===== config.mk =====
export PLATFORM = sky130hd
export DESIGN_NAME = serial_io_fifo
export DESIGN_NICKNAME = d
export VERILOG_FILES = /design/src/rtl/serial_io_fifo.sv
export SDC_FILE = /design/constraint.sdc
export NUM_CORES = 1
export LEC_CHECK = 0
export CORE_MARGIN = 2
export CORE_UTILIZATION = 57
export CTS_BUF_LIST = sky130_fd_sc_hd__clkbuf_2 sky130_fd_sc_hd__clkbuf_4 sky130_fd_sc_hd__clkbuf_8
export CTS_CLUSTER_DIAMETER = 120
export CTS_CLUSTER_SIZE = 10
export DETAILED_ROUTE_END_ITERATION = 6
export PLACE_DENSITY = 0.82
export SYNTH_ARGS = -nofsm -noshare
export SYNTH_HDL_FRONTEND = slang
export SYNTH_SLANG_ARGS = --single-unit

===== constraint.sdc =====
create_clock -name clock -period 3.05 [get_ports clock]
set_input_delay 0.61 -clock clock [delete_from_list [all_inputs] [get_ports clock]]
set_output_delay 0.61 -clock clock [all_outputs]
set_load 0.01 [all_outputs]

===== src/rtl/serial_io_fifo.sv =====
// Memory-mapped serial port with independent RX and TX FIFOs,
// enables, flush, occupancy counts and sticky W1C error flags.
module serial_io_fifo #(
    parameter int DATA_WIDTH = 8,
    parameter int RX_DEPTH   = 8,
    parameter int TX_DEPTH   = 8
) (
    input  logic                  clock,
    input  logic                  reset,
    input  logic [1:0]            cpu_addr_in,
    input  logic                  cpu_re_in,
    input  logic                  cpu_we_in,
    input  logic [31:0]           cpu_wdata_in,
    output logic [31:0]           cpu_rdata_out,
    input  logic [DATA_WIDTH-1:0] serial_in,
    input  logic                  serial_valid_in,
    input  logic                  serial_ready_in,
    output logic [DATA_WIDTH-1:0] serial_out,
    output logic                  serial_rden_out,
    output logic                  serial_wren_out
);

    localparam int RX_AW = $clog2(RX_DEPTH);
    localparam int TX_AW = $clog2(TX_DEPTH);
    localparam int RX_CW = RX_AW + 1;
    localparam int TX_CW = TX_AW + 1;

    logic [DATA_WIDTH-1:0] rx_mem [RX_DEPTH];
    logic [DATA_WIDTH-1:0] tx_mem [TX_DEPTH];

    logic [RX_AW-1:0] rx_wr_ptr;
    logic [RX_AW-1:0] rx_rd_ptr;
    logic [RX_CW-1:0] rx_count;
    logic [TX_AW-1:0] tx_wr_ptr;
    logic [TX_AW-1:0] tx_rd_ptr;
    logic [TX_CW-1:0] tx_count;

    logic rx_en;
    logic tx_en;
    logic tx_drop;
    logic rx_underrun;

    logic rx_empty;
    logic rx_full;
    logic tx_empty;
    logic tx_full;
    logic sel_data;
    logic sel_status;
    logic sel_ctrl;
    logic rx_push;
    logic rx_pop;
    logic tx_push;
    logic tx_pop;
    logic flush;
    logic drop_set;
    logic underrun_set;
    logic drop_clr;
    logic underrun_clr;
    logic [7:0] rx_cnt8;
    logic [7:0] tx_cnt8;
    logic [31:0] status_word;
    logic [31:0] rdata_next;
    logic unused_wdata;

    assign rx_empty = (rx_count == '0);
    assign rx_full  = (rx_count == RX_CW'(RX_DEPTH));
    assign tx_empty = (tx_count == '0);
    assign tx_full  = (tx_count == TX_CW'(TX_DEPTH));

    assign sel_data   = (cpu_addr_in == 2'd0);
    assign sel_status = (cpu_addr_in == 2'd1);
    assign sel_ctrl   = (cpu_addr_in == 2'd2);

    // Link handshakes are held low while reset is asserted.
    assign serial_rden_out = reset & rx_en & serial_valid_in & ~rx_full;
    assign serial_wren_out = reset & tx_en & serial_ready_in & ~tx_empty;
    assign serial_out = tx_empty ? '0 : tx_mem[tx_rd_ptr];

    assign rx_push = serial_rden_out;
    assign rx_pop  = cpu_re_in & sel_data & ~rx_empty;
    assign tx_push = cpu_we_in & sel_data & ~tx_full;
    assign tx_pop  = serial_wren_out;
    assign flush   = cpu_we_in & sel_ctrl & cpu_wdata_in[2];

    assign drop_set     = cpu_we_in & sel_data & tx_full;
    assign underrun_set = cpu_re_in & sel_data & rx_empty;
    assign drop_clr     = cpu_we_in & sel_status & cpu_wdata_in[4];
    assign underrun_clr = cpu_we_in & sel_status & cpu_wdata_in[5];

    assign rx_cnt8 = 8'(rx_count);
    assign tx_cnt8 = 8'(tx_count);
    assign status_word = {8'd0, tx_cnt8, rx_cnt8, 2'b00,
                          rx_underrun, tx_drop,
                          tx_full, tx_empty, rx_full, rx_empty};

    // Only the byte lane and a few control bits of the write bus are used.
    assign unused_wdata = ^cpu_wdata_in;

    // Read-data mux reflects pre-edge state.
    always_comb begin
        rdata_next = '0;
        unique case (cpu_addr_in)
            2'd0: rdata_next = rx_empty ? '0 : 32'(rx_mem[rx_rd_ptr]);
            2'd1: rdata_next = status_word;
            2'd2: rdata_next = {30'd0, tx_en, rx_en};
            2'd3: rdata_next = '0;
            default: rdata_next = '0;
        endcase
    end

    // FIFO storage; pointers alone define validity, so no reset here.
    always_ff @(posedge clock) begin
        if (rx_push && !flush) rx_mem[rx_wr_ptr] <= serial_in;
        if (tx_push && !flush) tx_mem[tx_wr_ptr] <= cpu_wdata_in[DATA_WIDTH-1:0];
    end

    // RX pointers and occupancy; flush overrides any same-edge traffic.
    always_ff @(posedge clock or negedge reset) begin
        if (!reset) begin
            rx_wr_ptr <= '0;
            rx_rd_ptr <= '0;
            rx_count  <= '0;
        end else if (flush) begin
            rx_wr_ptr <= '0;
            rx_rd_ptr <= '0;
            rx_count  <= '0;
        end else begin
            if (rx_push) rx_wr_ptr <= rx_wr_ptr + 1'b1;
            if (rx_pop)  rx_rd_ptr <= rx_rd_ptr + 1'b1;
            rx_count <= rx_count + RX_CW'(rx_push) - RX_CW'(rx_pop);
        end
    end

    // TX pointers and occupancy; flush overrides any same-edge traffic.
    always_ff @(posedge clock or negedge reset) begin
        if (!reset) begin
            tx_wr_ptr <= '0;
            tx_rd_ptr <= '0;
            tx_count  <= '0;
        end else if (flush) begin
            tx_wr_ptr <= '0;
            tx_rd_ptr <= '0;
            tx_count  <= '0;
        end else begin
            if (tx_push) tx_wr_ptr <= tx_wr_ptr + 1'b1;
            if (tx_pop)  tx_rd_ptr <= tx_rd_ptr + 1'b1;
            tx_count <= tx_count + TX_CW'(tx_push) - TX_CW'(tx_pop);
        end
    end

    // Control, sticky flags and registered read data.
    always_ff @(posedge clock or negedge reset) begin
        if (!reset) begin
            rx_en         <= 1'b1;
            tx_en         <= 1'b1;
            tx_drop       <= 1'b0;
            rx_underrun   <= 1'b0;
            cpu_rdata_out <= '0;
        end else begin
            // A flush command leaves the enables as they were.
            if (cpu_we_in && sel_ctrl && !cpu_wdata_in[2]) begin
                rx_en <= cpu_wdata_in[0];
                tx_en <= cpu_wdata_in[1];
            end
            tx_drop     <= drop_set | (tx_drop & ~drop_clr);
            rx_underrun <= underrun_set | (rx_underrun & ~underrun_clr);
            if (cpu_re_in) cpu_rdata_out <= rdata_next;
        end
    end

endmodule


==> metrics.txt, run 1 <==
# TYPE chip_impl_metric gauge
chip_impl_metric{name="max_freq",unit="MHz"} 344
chip_impl_metric{name="place.detailed.instances",unit=""} 647
chip_impl_metric{name="ios",unit=""} 90
chip_impl_metric{name="timing.clock.skew",unit="ns"} 0.0109
chip_impl_metric{name="gp_congestion",unit=""} 0.842
chip_impl_metric{name="finalCoreUtilization",unit="%"} 68.8
chip_impl_metric{name="synth_enable_flop_cells",unit=""} 128
chip_impl_info{name="crit_path_end_kind",value="primary output"} 1
chip_impl_metric{name="initial_antenna_violation_count",unit=""} 0
chip_impl_metric{name="final_critical_path_share_of_the_clock_period",unit="%"} 95.3
chip_impl_metric{name="max-vdd-ir-drop",unit="V"} 0.000431
chip_impl_metric{name="overflow",unit=""} 0
chip_impl_metric{name="detail_route.wl_per_cell",unit="um"} 19.7
chip_impl_info{name="timing.hold.worst.class",value="in2async"} 1
chip_impl_info{name="synth_area_leader_cell",value="sky130_fd_sc_hd__edfxtp_1"} 1
chip_impl_metric{name="worst_r2r_path_depth",unit=""} 13
chip_impl_metric{name="path_max_fanout",unit=""} 10
chip_impl_metric{name="cts.repair.resized",unit=""} 0
chip_impl_metric{name="final.setup.tns",unit="ns"} 0
chip_impl_metric{name="layout_cell_share_with_drive_strength_beyond_1",unit="%"} 17.6
chip_impl_metric{name="via_count_of_the_first_global_routing_pass",unit=""} 4006
chip_impl_metric{name="clkLatencyLatePin",unit="ns"} 0.45
chip_impl_metric{name="detailedRoute.firstIterationViolations",unit=""} 214
chip_impl_metric{name="cts-hold-fix-buffers",unit=""} 0
chip_impl_metric{name="cp_data_arrival_time",unit="ns"} 2.30
chip_impl_metric{name="route.antenna.remaining_nets",unit=""} 0
chip_impl_info{name="setup_repair_after_global_routing_missed_its_margin",value="false"} 1
chip_impl_info{name="yosys-top-cells-area",value="sky130_fd_sc_hd__edfxtp_1 (54%), sky130_fd_sc_hd__dfrtp_1 (13%), sky130_fd_sc_hd__mux4_1 (5.9%)"} 1
chip_impl_info{name="crit_path_start_kind",value="flip-flop"} 1
chip_impl_metric{name="power.leakage",unit="nW"} 3.04
chip_impl_metric{name="power_density",unit="nW/um2"} 769
chip_impl_metric{name="clk_transition_reported_paths",unit="ns"} 0.09
chip_impl_metric{name="report.final.hold_viol_count",unit=""} 0
chip_impl_metric{name="layout_min_cycle_time",unit="ns"} 2.91
chip_impl_metric{name="initial_utilization",unit="%"} 58.8
chip_impl_metric{name="detail_route.vias_per_cell",unit=""} 5.54
chip_impl_metric{name="ctsHtreeMaxLevel",unit=""} 4
chip_impl_metric{name="cts_inserted_buffers",unit=""} 17
chip_impl_metric{name="count_of_final_setup_violators",unit=""} 0
chip_impl_info{name="outcome",value="complete, no violations"} 1
chip_impl_metric{name="grt_usage",unit="%"} 21.9
chip_impl_metric{name="synth.ff_latch_count",unit=""} 168
chip_impl_metric{name="worst_ep_required_time",unit="ns"} 2.44
chip_impl_metric{name="seq_area_frac_synth",unit="%"} 68.3
chip_impl_metric{name="cts_max_path_buffers",unit=""} 2
chip_impl_metric{name="wirelength",unit="um"} 13300
chip_impl_metric{name="grt_first_pass_wirelength",unit="um"} 21000
chip_impl_metric{name="coreArea",unit="um2"} 12100
chip_impl_info{name="synth-main-ff-cell",value="sky130_fd_sc_hd__edfxtp_1"} 1
chip_impl_metric{name="hpwl",unit="um"} 9180
chip_impl_metric{name="via_count",unit=""} 3758
chip_impl_metric{name="netlist-cell-type-count",unit=""} 41
chip_impl_metric{name="detail_route.drc_violations",unit=""} 0
chip_impl_metric{name="worst_pin_slew",unit="ns"} 0.838
chip_impl_info{name="regToRegStartpoint",value="tx_count[2]"} 1
chip_impl_info{name="setup.worst_path.class",value="reg2out"} 1
chip_impl_metric{name="synth.top_cell.area_share",unit="%"} 54.2
chip_impl_metric{name="maxSlewHeadroom",unit="%"} 44.1
chip_impl_metric{name="power",unit="mW"} 6.38
chip_impl_metric{name="grt_start_max_net_pins",unit=""} 22
chip_impl_metric{name="placementRows",unit=""} 40
chip_impl_metric{name="postSynthCellCount",unit=""} 413
chip_impl_info{name="terminus_of_the_critical_flop_to_flop_path",value="tx_count[3]"} 1
chip_impl_metric{name="port-buffer-count",unit=""} 49
chip_impl_metric{name="cts_setup_buffers",unit=""} 0
chip_impl_info{name="netlist_top_cells_count",value="sky130_fd_sc_hd__edfxtp_1 (128), sky130_fd_sc_hd__dfrtp_1 (38), sky130_fd_sc_hd__nor2_1 (37)"} 1
chip_impl_metric{name="layout.cells.non_filler",unit=""} 678
chip_impl_metric{name="max_cap_viol_count",unit=""} 0
chip_impl_metric{name="mappedNetlistArea",unit="um2"} 7090
chip_impl_info{name="yosysMostFrequentCell",value="sky130_fd_sc_hd__edfxtp_1"} 1
chip_impl_metric{name="ff2ff_setup_slack",unit="ns"} 0.48
chip_impl_metric{name="die-area",unit="um2"} 13300
chip_impl_info{name="tritoncts_clock_tree",value="built"} 1
chip_impl_metric{name="x_dimension_of_the_die",unit="um"} 116
chip_impl_metric{name="final.fill_count",unit=""} 793
chip_impl_metric{name="slew_violations",unit=""} 0
chip_impl_metric{name="area_growth_syn_to_layout",unit="%"} 17.0
chip_impl_metric{name="clock_sinks",unit=""} 168
chip_impl_metric{name="nets",unit=""} 564
chip_impl_metric{name="die_boundary_height",unit="um"} 116
chip_impl_metric{name="synth-warning-count",unit=""} 0
chip_impl_metric{name="synthesis.area_per_instance",unit="um2"} 17.2
chip_impl_metric{name="antenna_cells",unit=""} 0
chip_impl_metric{name="asyncSetResetFlopFracSynth",unit="%"} 23.8
chip_impl_metric{name="drtPass1Iterations",unit=""} 4
chip_impl_info{name="cts.root.buffer_cell",value="sky130_fd_sc_hd__clkbuf_8"} 1
## how the worst max path moves through the flow
stage	from	to	slack, ns	cells past startpoint
2_1_floorplan	serial_valid_in	rx_mem[0][0]	0.38	4
3_3_place_gp	cpu_we_in	tx_count[2]	0.19	10
3_5_place_dp	cpu_we_in	tx_count[2]	0.18	10
4_1_cts	tx_rd_ptr[1]	serial_out[1]	0.06	5
5_1_grt	tx_rd_ptr[0]	serial_out[2]	0.003	5
6_report	tx_rd_ptr[0]	serial_out[1]	0.14	5
## routing by layer
| metal | global-route usage (%) | part of all wire (%) | up-vias |
|---|---|---|---|
| li1 | - | - | 1726 |
| met1 | 24.3 | 38 | 1910 |
| met2 | 39.8 | 56 | 100 |
| met3 | 5.07 | 4.3 | 22 |
| met4 | 10.4 | 2.0 | 0 |
| met5 | 0 | 0 | - |
## where the power goes
part	leakage, nW	internal [mW]	switching (mW)
sequential	1.66	2.70	0.319
clock	0.196	0.820	0.764
combinational	1.19	1.02	0.757
## state kept, by name, indices dropped and copies added (netlist names), 3 cells and up
name           flops
rx_wr_ptr          3
rx_count           4
tx_wr_ptr          3
rx_mem            64
tx_rd_ptr          3
tx_mem            64
cpu_rdata_out     16
rx_rd_ptr          3
tx_count           4
## critical path: stages, from the launching register on
cell	delay (ns)
sky130_fd_sc_hd__dfrtp_1	0.38
sky130_fd_sc_hd__buf_4	0.24
sky130_fd_sc_hd__mux4_2	0.53
sky130_fd_sc_hd__mux2i_1	0.16
sky130_fd_sc_hd__nor2_1	0.07
sky130_fd_sc_hd__clkdlybuf4s50_1	0.48
## logic make-up (layout without fill, tap and decap cells)
family	count (synthesis)	count (layout)	share of synthesized area, %
adder cells (fa/ha/maj)	18	18	3.39
multiplexers	52	52	13.9
buffers and inverters	46	128	3.60
AND/OR/NAND/NOR	85	85	5.86
AO/OA/AOI/OAI	32	32	3.46
other	1	16	0.0529
flip-flops	168	168	68.3
XOR/XNOR	11	11	1.36
## metrics by stage
stage                     hold slack (ns)  setup slack, ns  instance area, um2
final                               0.191            0.145                8300
after global routing                0.186          0.00272                8300
after CTS                           0.158           0.0631                8290
after detailed placement            0.482            0.179                7890
after global placement              0.482            0.190                7890
after floorplan                     0.314            0.378                7150
## placed cells by master (no fill, tap or decap), drive strengths merged, types with 2 or more instances in the layout
| cell | count |
|---|---|
| conb | 16 |
| a21oi | 6 |
| fa | 2 |
| clkinv | 6 |
| a221o | 5 |
| clkdlybuf4s50 | 48 |
| nor4b | 2 |
| mux2i | 14 |
| dfrtp | 38 |
| edfxtp | 128 |
| a21o | 3 |
| mux2 | 6 |
| nor3b | 4 |
| o21ai | 3 |
| nand2 | 10 |
| nand2b | 6 |
| inv | 15 |
| nor2 | 37 |
| clkbuf | 19 |
| a22o | 11 |
| mux4 | 32 |
| nor2b | 11 |
| buf | 34 |
| ha | 16 |
| dfstp | 2 |
| nor3 | 8 |
| nand3 | 2 |
| bufinv | 3 |
| xnor2 | 11 |
| clkinvlp | 3 |
## cell type report
cell class | instances | area [um2] | share of cell area [%]
clock buffers | 19 | 249 | 3.00
clock inverters | 12 | 153 | 1.84
inverters | 15 | 56.3 | 0.679
multi-input cells | 214 | 2050 | 24.7
flip-flops and latches | 168 | 4850 | 58.4
well taps | 168 | 210 | 2.53
repair buffers | 82 | 733 | 8.84
(Power assumes the default switching activity.)
==> run 2: changes to the inputs <==
RECOVER_POWER = 100   (was not set)
==> metrics.txt, run 2 (synthesis results as in run 1) <==
# TYPE chip_impl_metric gauge
chip_impl_metric{name="worst_pin_slew",unit="ns"} 1.15
chip_impl_metric{name="p_int",unit="mW"} 4.50
chip_impl_metric{name="cts_inserted_buffers",unit=""} 17
chip_impl_metric{name="initial_utilization",unit="%"} 58.8
chip_impl_metric{name="path_max_fanout",unit=""} 10
chip_impl_info{name="terminus_of_the_critical_flop_to_flop_path",value="tx_count[3]"} 1
chip_impl_metric{name="grt_first_pass_wirelength",unit="um"} 21000
chip_impl_metric{name="area_growth_syn_to_layout",unit="%"} 15.7
chip_impl_metric{name="power.leakage",unit="nW"} 3.00
chip_impl_metric{name="ctsHtreeMaxLevel",unit=""} 4
chip_impl_metric{name="power_density",unit="nW/um2"} 772
chip_impl_info{name="layout.cells.most_common_list",value="sky130_fd_sc_hd__edfxtp_1 (128), sky130_fd_sc_hd__nor2_1 (37), sky130_fd_sc_hd__dfrtp_1 (37)"} 1
chip_impl_metric{name="cts_max_path_buffers",unit=""} 2
chip_impl_metric{name="final.setup.tns",unit="ns"} 0
chip_impl_metric{name="grt_start_max_net_pins",unit=""} 22
chip_impl_info{name="layout.cells.most_common",value="sky130_fd_sc_hd__edfxtp_1"} 1
chip_impl_metric{name="slew_violations",unit=""} 0
chip_impl_metric{name="wirelength",unit="um"} 13400
chip_impl_info{name="tritoncts_clock_tree",value="built"} 1
chip_impl_metric{name="clock_sinks",unit=""} 168
chip_impl_metric{name="timing.clock.skew",unit="ns"} 0.0114
chip_impl_metric{name="hpwl",unit="um"} 9180
chip_impl_metric{name="via_count",unit=""} 3796
chip_impl_metric{name="coreArea",unit="um2"} 12100
chip_impl_metric{name="cp_data_arrival_time",unit="ns"} 2.29
chip_impl_metric{name="route.antenna.remaining_nets",unit=""} 0
chip_impl_metric{name="max_cap_viol_count",unit=""} 0
chip_impl_metric{name="power.switching",unit="mW"} 1.84
chip_impl_info{name="cts.root.buffer_cell",value="sky130_fd_sc_hd__clkbuf_8"} 1
chip_impl_metric{name="final.fill_count",unit=""} 823
chip_impl_metric{name="power_frac_seq",unit="%"} 47.6
chip_impl_metric{name="layout_cell_share_with_drive_strength_beyond_1",unit="%"} 12.7
chip_impl_metric{name="x_dimension_of_the_die",unit="um"} 116
chip_impl_metric{name="maxSlewHeadroom",unit="%"} 23.3
chip_impl_metric{name="ff2ff_setup_slack",unit="ns"} 0.36
chip_impl_metric{name="gp_congestion",unit=""} 0.842
chip_impl_metric{name="initial_antenna_violation_count",unit=""} 0
chip_impl_metric{name="nets",unit=""} 564
chip_impl_metric{name="die-area",unit="um2"} 13300
chip_impl_metric{name="layout_min_cycle_time",unit="ns"} 2.90
chip_impl_metric{name="cts-hold-fix-buffers",unit=""} 0
chip_impl_metric{name="count_of_final_setup_violators",unit=""} 0
chip_impl_metric{name="power",unit="mW"} 6.34
chip_impl_metric{name="max_freq",unit="MHz"} 344
chip_impl_info{name="crit_path_start_kind",value="flip-flop"} 1
chip_impl_info{name="setup_repair_after_global_routing_missed_its_margin",value="false"} 1
chip_impl_metric{name="die_boundary_height",unit="um"} 116
chip_impl_metric{name="final_critical_path_share_of_the_clock_period",unit="%"} 95.2
chip_impl_metric{name="port-buffer-count",unit=""} 49
chip_impl_info{name="critical_path.endpoint",value="serial_out[1]"} 1
chip_impl_metric{name="clk_transition_reported_paths",unit="ns"} 0.08
chip_impl_info{name="timing.hold.worst.class",value="reg2reg"} 1
chip_impl_info{name="crit_path_end_kind",value="primary output"} 1
chip_impl_metric{name="power.share.clock",unit="%"} 25.1
chip_impl_metric{name="overflow",unit=""} 0
chip_impl_info{name="outcome",value="complete, no violations"} 1
chip_impl_metric{name="clkLatencyLatePin",unit="ns"} 0.45
chip_impl_metric{name="grt_usage",unit="%"} 21.9
chip_impl_metric{name="detail_route.vias_per_cell",unit=""} 5.60
chip_impl_metric{name="detailedRoute.firstIterationViolations",unit=""} 224
chip_impl_metric{name="max-vdd-ir-drop",unit="V"} 0.000429
chip_impl_metric{name="detail_route.wl_per_cell",unit="um"} 19.8
chip_impl_metric{name="via_count_of_the_first_global_routing_pass",unit=""} 4006
chip_impl_metric{name="drtPass1Iterations",unit=""} 5
chip_impl_metric{name="report.final.hold_viol_count",unit=""} 0
chip_impl_info{name="reg.largest.list",value="rx_mem x64, tx_mem x64, cpu_rdata_out x16"} 1
chip_impl_metric{name="worst_r2r_path_depth",unit=""} 13
chip_impl_metric{name="antenna_cells",unit=""} 0
chip_impl_metric{name="ios",unit=""} 90
chip_impl_metric{name="detail_route.drc_violations",unit=""} 0
chip_impl_info{name="setup.worst_path.class",value="reg2out"} 1
chip_impl_info{name="regToRegStartpoint",value="tx_count[2]"} 1
chip_impl_metric{name="power_switching_share",unit="%"} 29.1
chip_impl_info{name="setup.worst_path.start",value="tx_rd_ptr[0]"} 1
chip_impl_metric{name="power_share_of_the_combinational_group",unit="%"} 27.4
chip_impl_metric{name="worst_ep_required_time",unit="ns"} 2.44
chip_impl_metric{name="placementRows",unit=""} 40
==> run 2: cell type report <==
cell class / count / area (um2) / share of cell area [%]
clock inverter: 12 / 153 / 1.86
inverter: 15 / 56.3 / 0.686
tap: 168 / 210 / 2.56
timing repair buffer: 82 / 646 / 7.87
sequential: 168 / 4850 / 59.1
multi-input combinational: 214 / 2050 / 24.9
clock buffer: 19 / 249 / 3.03
==> run 2: metal layers <==
layer / up-vias / track usage, % / routed length, um
li1: 1733 / - / -
met1: 1931 / 24.3 / 5070
met2: 104 / 39.8 / 7450
met3: 28 / 5.07 / 564
met4: 0 / 10.4 / 320
met5: - / 0 / 0
==> run 2: worst min-delay path by stage <==
stage / startpoint / endpoint / slack (ns) / cells past startpoint
final: tx_count[2] / cpu_rdata_out[18] / 0.50 / 1
after detailed placement: tx_count[2] / cpu_rdata_out[18] / 0.48 / 1
after global routing: cpu_rdata_out[8] / cpu_rdata_out[8] / 0.53 / 1
after global placement: rx_count[2] / cpu_rdata_out[10] / 0.48 / 1
after CTS: reset / rx_rd_ptr[2] / 0.16 / 2
after floorplan: reset / cpu_rdata_out[0] / 0.31 / 0
==> run 2: repair_timing <==
action	CTS	global route
setup buffers	0	0
resized for setup	0	1
endpoints found under the setup margin	0	2
==> run 2: worst max-delay path, stage by stage, from the launching register on <==
cell and delay, ns:
sky130_fd_sc_hd__dfrtp_1 0.37, sky130_fd_sc_hd__buf_4 0.24, sky130_fd_sc_hd__mux4_2 0.53, sky130_fd_sc_hd__mux2i_1 0.16, sky130_fd_sc_hd__nor2_1 0.07, sky130_fd_sc_hd__clkdlybuf4s50_1 0.48
==> run 2: power groups by stage <==
| stage | clock (mW) | sequential, mW | combinational, mW |
|---|---|---|---|
| floorplan | 0 | 2.90 | 1.30 |
| global placement | 0 | 3.04 | 1.71 |
| detailed placement | 0 | 3.07 | 1.79 |
| CTS | 1.62 | 3.02 | 1.80 |
| global route | 1.70 | 3.06 | 1.92 |
| finish | 1.59 | 3.02 | 1.73 |
==> run 2: per-stage QoR <==
step | hold slack (ns) | cell area (um2) | instances | util (%) | worst slack, ns
after global placement | 0.482 | 7890 | 647 | 65.4 | 0.190
after floorplan | 0.314 | 7150 | 428 | - | 0.378
final | 0.503 | 8210 | 678 | 68.0 | 0.146
after global routing | 0.534 | 8210 | 678 | 68.0 | 0.00272
after CTS | 0.158 | 8290 | 678 | 68.8 | 0.0631
after detailed placement | 0.482 | 7890 | 647 | 65.4 | 0.179
==> run 3: changes to the inputs <==
CAP_MARGIN = 20   (was not set)
GPL_TIMING_DRIVEN = 0   (was not set)
==> metrics.txt, run 3 (synthesis results as in run 1) <==
# TYPE chip_impl_metric gauge
chip_impl_metric{name="layout.cells.non_filler",unit=""} 689
chip_impl_metric{name="drtPass1Iterations",unit=""} 4
chip_impl_metric{name="grt_usage",unit="%"} 21.3
chip_impl_metric{name="die-area",unit="um2"} 13300
chip_impl_metric{name="ctsHtreeMaxLevel",unit=""} 4
chip_impl_metric{name="final.setup.tns",unit="ns"} 0
chip_impl_metric{name="finalCoreUtilization",unit="%"} 69.3
chip_impl_metric{name="hpwl",unit="um"} 8970
chip_impl_info{name="crit_path_start_kind",value="flip-flop"} 1
chip_impl_metric{name="max-vdd-ir-drop",unit="V"} 0.000632
chip_impl_metric{name="coreArea",unit="um2"} 12100
chip_impl_metric{name="antenna_cells",unit=""} 0
chip_impl_metric{name="power.leakage",unit="nW"} 3.11
chip_impl_metric{name="path_max_fanout",unit=""} 10
chip_impl_metric{name="power",unit="mW"} 6.45
chip_impl_metric{name="grt_start_max_net_pins",unit=""} 43
chip_impl_metric{name="detailedRoute.firstIterationViolations",unit=""} 258
chip_impl_info{name="crit_path_end_kind",value="primary output"} 1
chip_impl_metric{name="cts-hold-fix-buffers",unit=""} 0
chip_impl_info{name="layout.cells.most_common_list",value="sky130_fd_sc_hd__edfxtp_1 (128), sky130_fd_sc_hd__nor2_1 (37), sky130_fd_sc_hd__dfrtp_1 (37)"} 1
chip_impl_metric{name="initial_antenna_violation_count",unit=""} 0
chip_impl_metric{name="grt_first_pass_wirelength",unit="um"} 20700
chip_impl_info{name="reg.largest.list",value="rx_mem x64, tx_mem x64, cpu_rdata_out x16"} 1
chip_impl_metric{name="detail_route.vias_per_cell",unit=""} 5.52
chip_impl_metric{name="via_count",unit=""} 3801
chip_impl_metric{name="detail_route.drc_violations",unit=""} 0
chip_impl_metric{name="seq_area",unit="um2"} 4850
chip_impl_metric{name="hold_slack",unit="ns"} 0.107
chip_impl_metric{name="place_area",unit="um2"} 7900
chip_impl_metric{name="max_cap_viol_count",unit=""} 0
chip_impl_metric{name="cts_max_path_buffers",unit=""} 2
chip_impl_metric{name="nets",unit=""} 574
chip_impl_metric{name="multi_input_area",unit="um2"} 2070
chip_impl_metric{name="report.final.hold_viol_count",unit=""} 0
chip_impl_metric{name="power_density",unit="nW/um2"} 772
chip_impl_info{name="layout.cells.most_common",value="sky130_fd_sc_hd__edfxtp_1"} 1
chip_impl_metric{name="layout_min_cycle_time",unit="ns"} 2.95
chip_impl_metric{name="cts_inserted_buffers",unit=""} 17
chip_impl_metric{name="x_dimension_of_the_die",unit="um"} 116
chip_impl_metric{name="max_freq",unit="MHz"} 339
chip_impl_metric{name="wirelength",unit="um"} 12900
chip_impl_metric{name="route.antenna.remaining_nets",unit=""} 0
chip_impl_metric{name="clk_transition_reported_paths",unit="ns"} 0.09
chip_impl_metric{name="area_growth_syn_to_layout",unit="%"} 17.8
chip_impl_metric{name="dpl_worst_slack",unit="ns"} -0.691
chip_impl_metric{name="port-buffer-count",unit=""} 49
chip_impl_metric{name="worst_ep_required_time",unit="ns"} 2.44
chip_impl_metric{name="gp_congestion",unit=""} 0.835
chip_impl_metric{name="via_count_of_the_first_global_routing_pass",unit=""} 3949
chip_impl_info{name="timing.hold.worst.class",value="in2async"} 1
chip_impl_metric{name="place.detailed.instances",unit=""} 651
chip_impl_metric{name="postLayoutSetupSlackWorst",unit="ns"} 0.0963
chip_impl_metric{name="timing.clock.skew",unit="ns"} 0.0150
chip_impl_metric{name="cp_data_arrival_time",unit="ns"} 2.34
chip_impl_info{name="cts.root.buffer_cell",value="sky130_fd_sc_hd__clkbuf_8"} 1
chip_impl_metric{name="initial_utilization",unit="%"} 58.8
chip_impl_metric{name="final_design_area_no_fill",unit="um2"} 8360
chip_impl_metric{name="ios",unit=""} 90
chip_impl_metric{name="detail_route.wl_per_cell",unit="um"} 18.8
chip_impl_info{name="tritoncts_clock_tree",value="built"} 1
chip_impl_metric{name="final.fill_count",unit=""} 792
chip_impl_metric{name="final_critical_path_share_of_the_clock_period",unit="%"} 96.8
chip_impl_metric{name="placementRows",unit=""} 40
chip_impl_info{name="outcome",value="complete, no violations"} 1
chip_impl_metric{name="overflow",unit=""} 0
chip_impl_metric{name="maxSlewHeadroom",unit="%"} 32.9
chip_impl_metric{name="worst_pin_slew",unit="ns"} 0.997
chip_impl_metric{name="die_boundary_height",unit="um"} 116
chip_impl_info{name="setup.worst_path.class",value="reg2out"} 1
chip_impl_metric{name="clkLatencyLatePin",unit="ns"} 0.46
chip_impl_metric{name="clock_sinks",unit=""} 168
chip_impl_metric{name="count_of_final_setup_violators",unit=""} 0
chip_impl_metric{name="layout_cell_share_with_drive_strength_beyond_1",unit="%"} 17.5
chip_impl_metric{name="slew_violations",unit=""} 0
run 3: path summary, 6_finish.rpt:
check,endpoint,cells past startpoint,slack [ns],start
worst min-delay path,rx_wr_ptr[1],1,0.11,reset
worst max register to register,tx_mem[0][5],7,0.21,tx_count[2]
worst min register to register,cpu_rdata_out[18],1,0.50,tx_count[2]
worst max-delay path,serial_out[0],6,0.1,tx_rd_ptr[0]
min in group clock,cpu_rdata_out[18],1,0.50,tx_count[2]
max in group asynchronous,tx_rd_ptr[1],1,2.55,reset
run 3: layout make-up:
| cell class | count | share of cell area (%) |
|---|---|---|
| clock inverters | 15 | 1.96 |
| repair buffers | 62 | 6.75 |
| well taps | 168 | 2.52 |
| inverters | 15 | 0.674 |
| flip-flops and latches | 168 | 58.0 |
| multi-input cells | 214 | 24.8 |
| plain buffers | 30 | 2.50 |
| clock buffers | 17 | 2.80 |
run 3: what timing repair did:
action	CTS	global route
gates resized for setup	12	8
setup endpoints to repair	40	32
buffers inserted	0	7
run 3: power breakdown:
group / internal [mW] / switching [mW]
clock network: 0.745 / 0.826
logic: 1.07 / 0.898
registers: 2.70 / 0.210
run 3: worst max-delay path, cell delays in order, from the launching register on:
cell and delay, ns:
sky130_fd_sc_hd__dfrtp_1 0.39, sky130_fd_sc_hd__buf_8 0.14, sky130_fd_sc_hd__buf_12 0.15, sky130_fd_sc_hd__mux4_2 0.51, sky130_fd_sc_hd__mux2i_1 0.15, sky130_fd_sc_hd__nor2_1 0.06, sky130_fd_sc_hd__clkdlybuf4s50_1 0.47
run 3: metal layers:
metal  up-vias  part of all wire [%]  wire (um)  track usage (%)
li1       1754                     -          -                -
met1      1925                    41       5310             26.4
met2       105                    53       6880             36.6
met3        17                   4.0        522             5.02
met4         0                   1.8        229             8.19
met5         -                     0          0                0
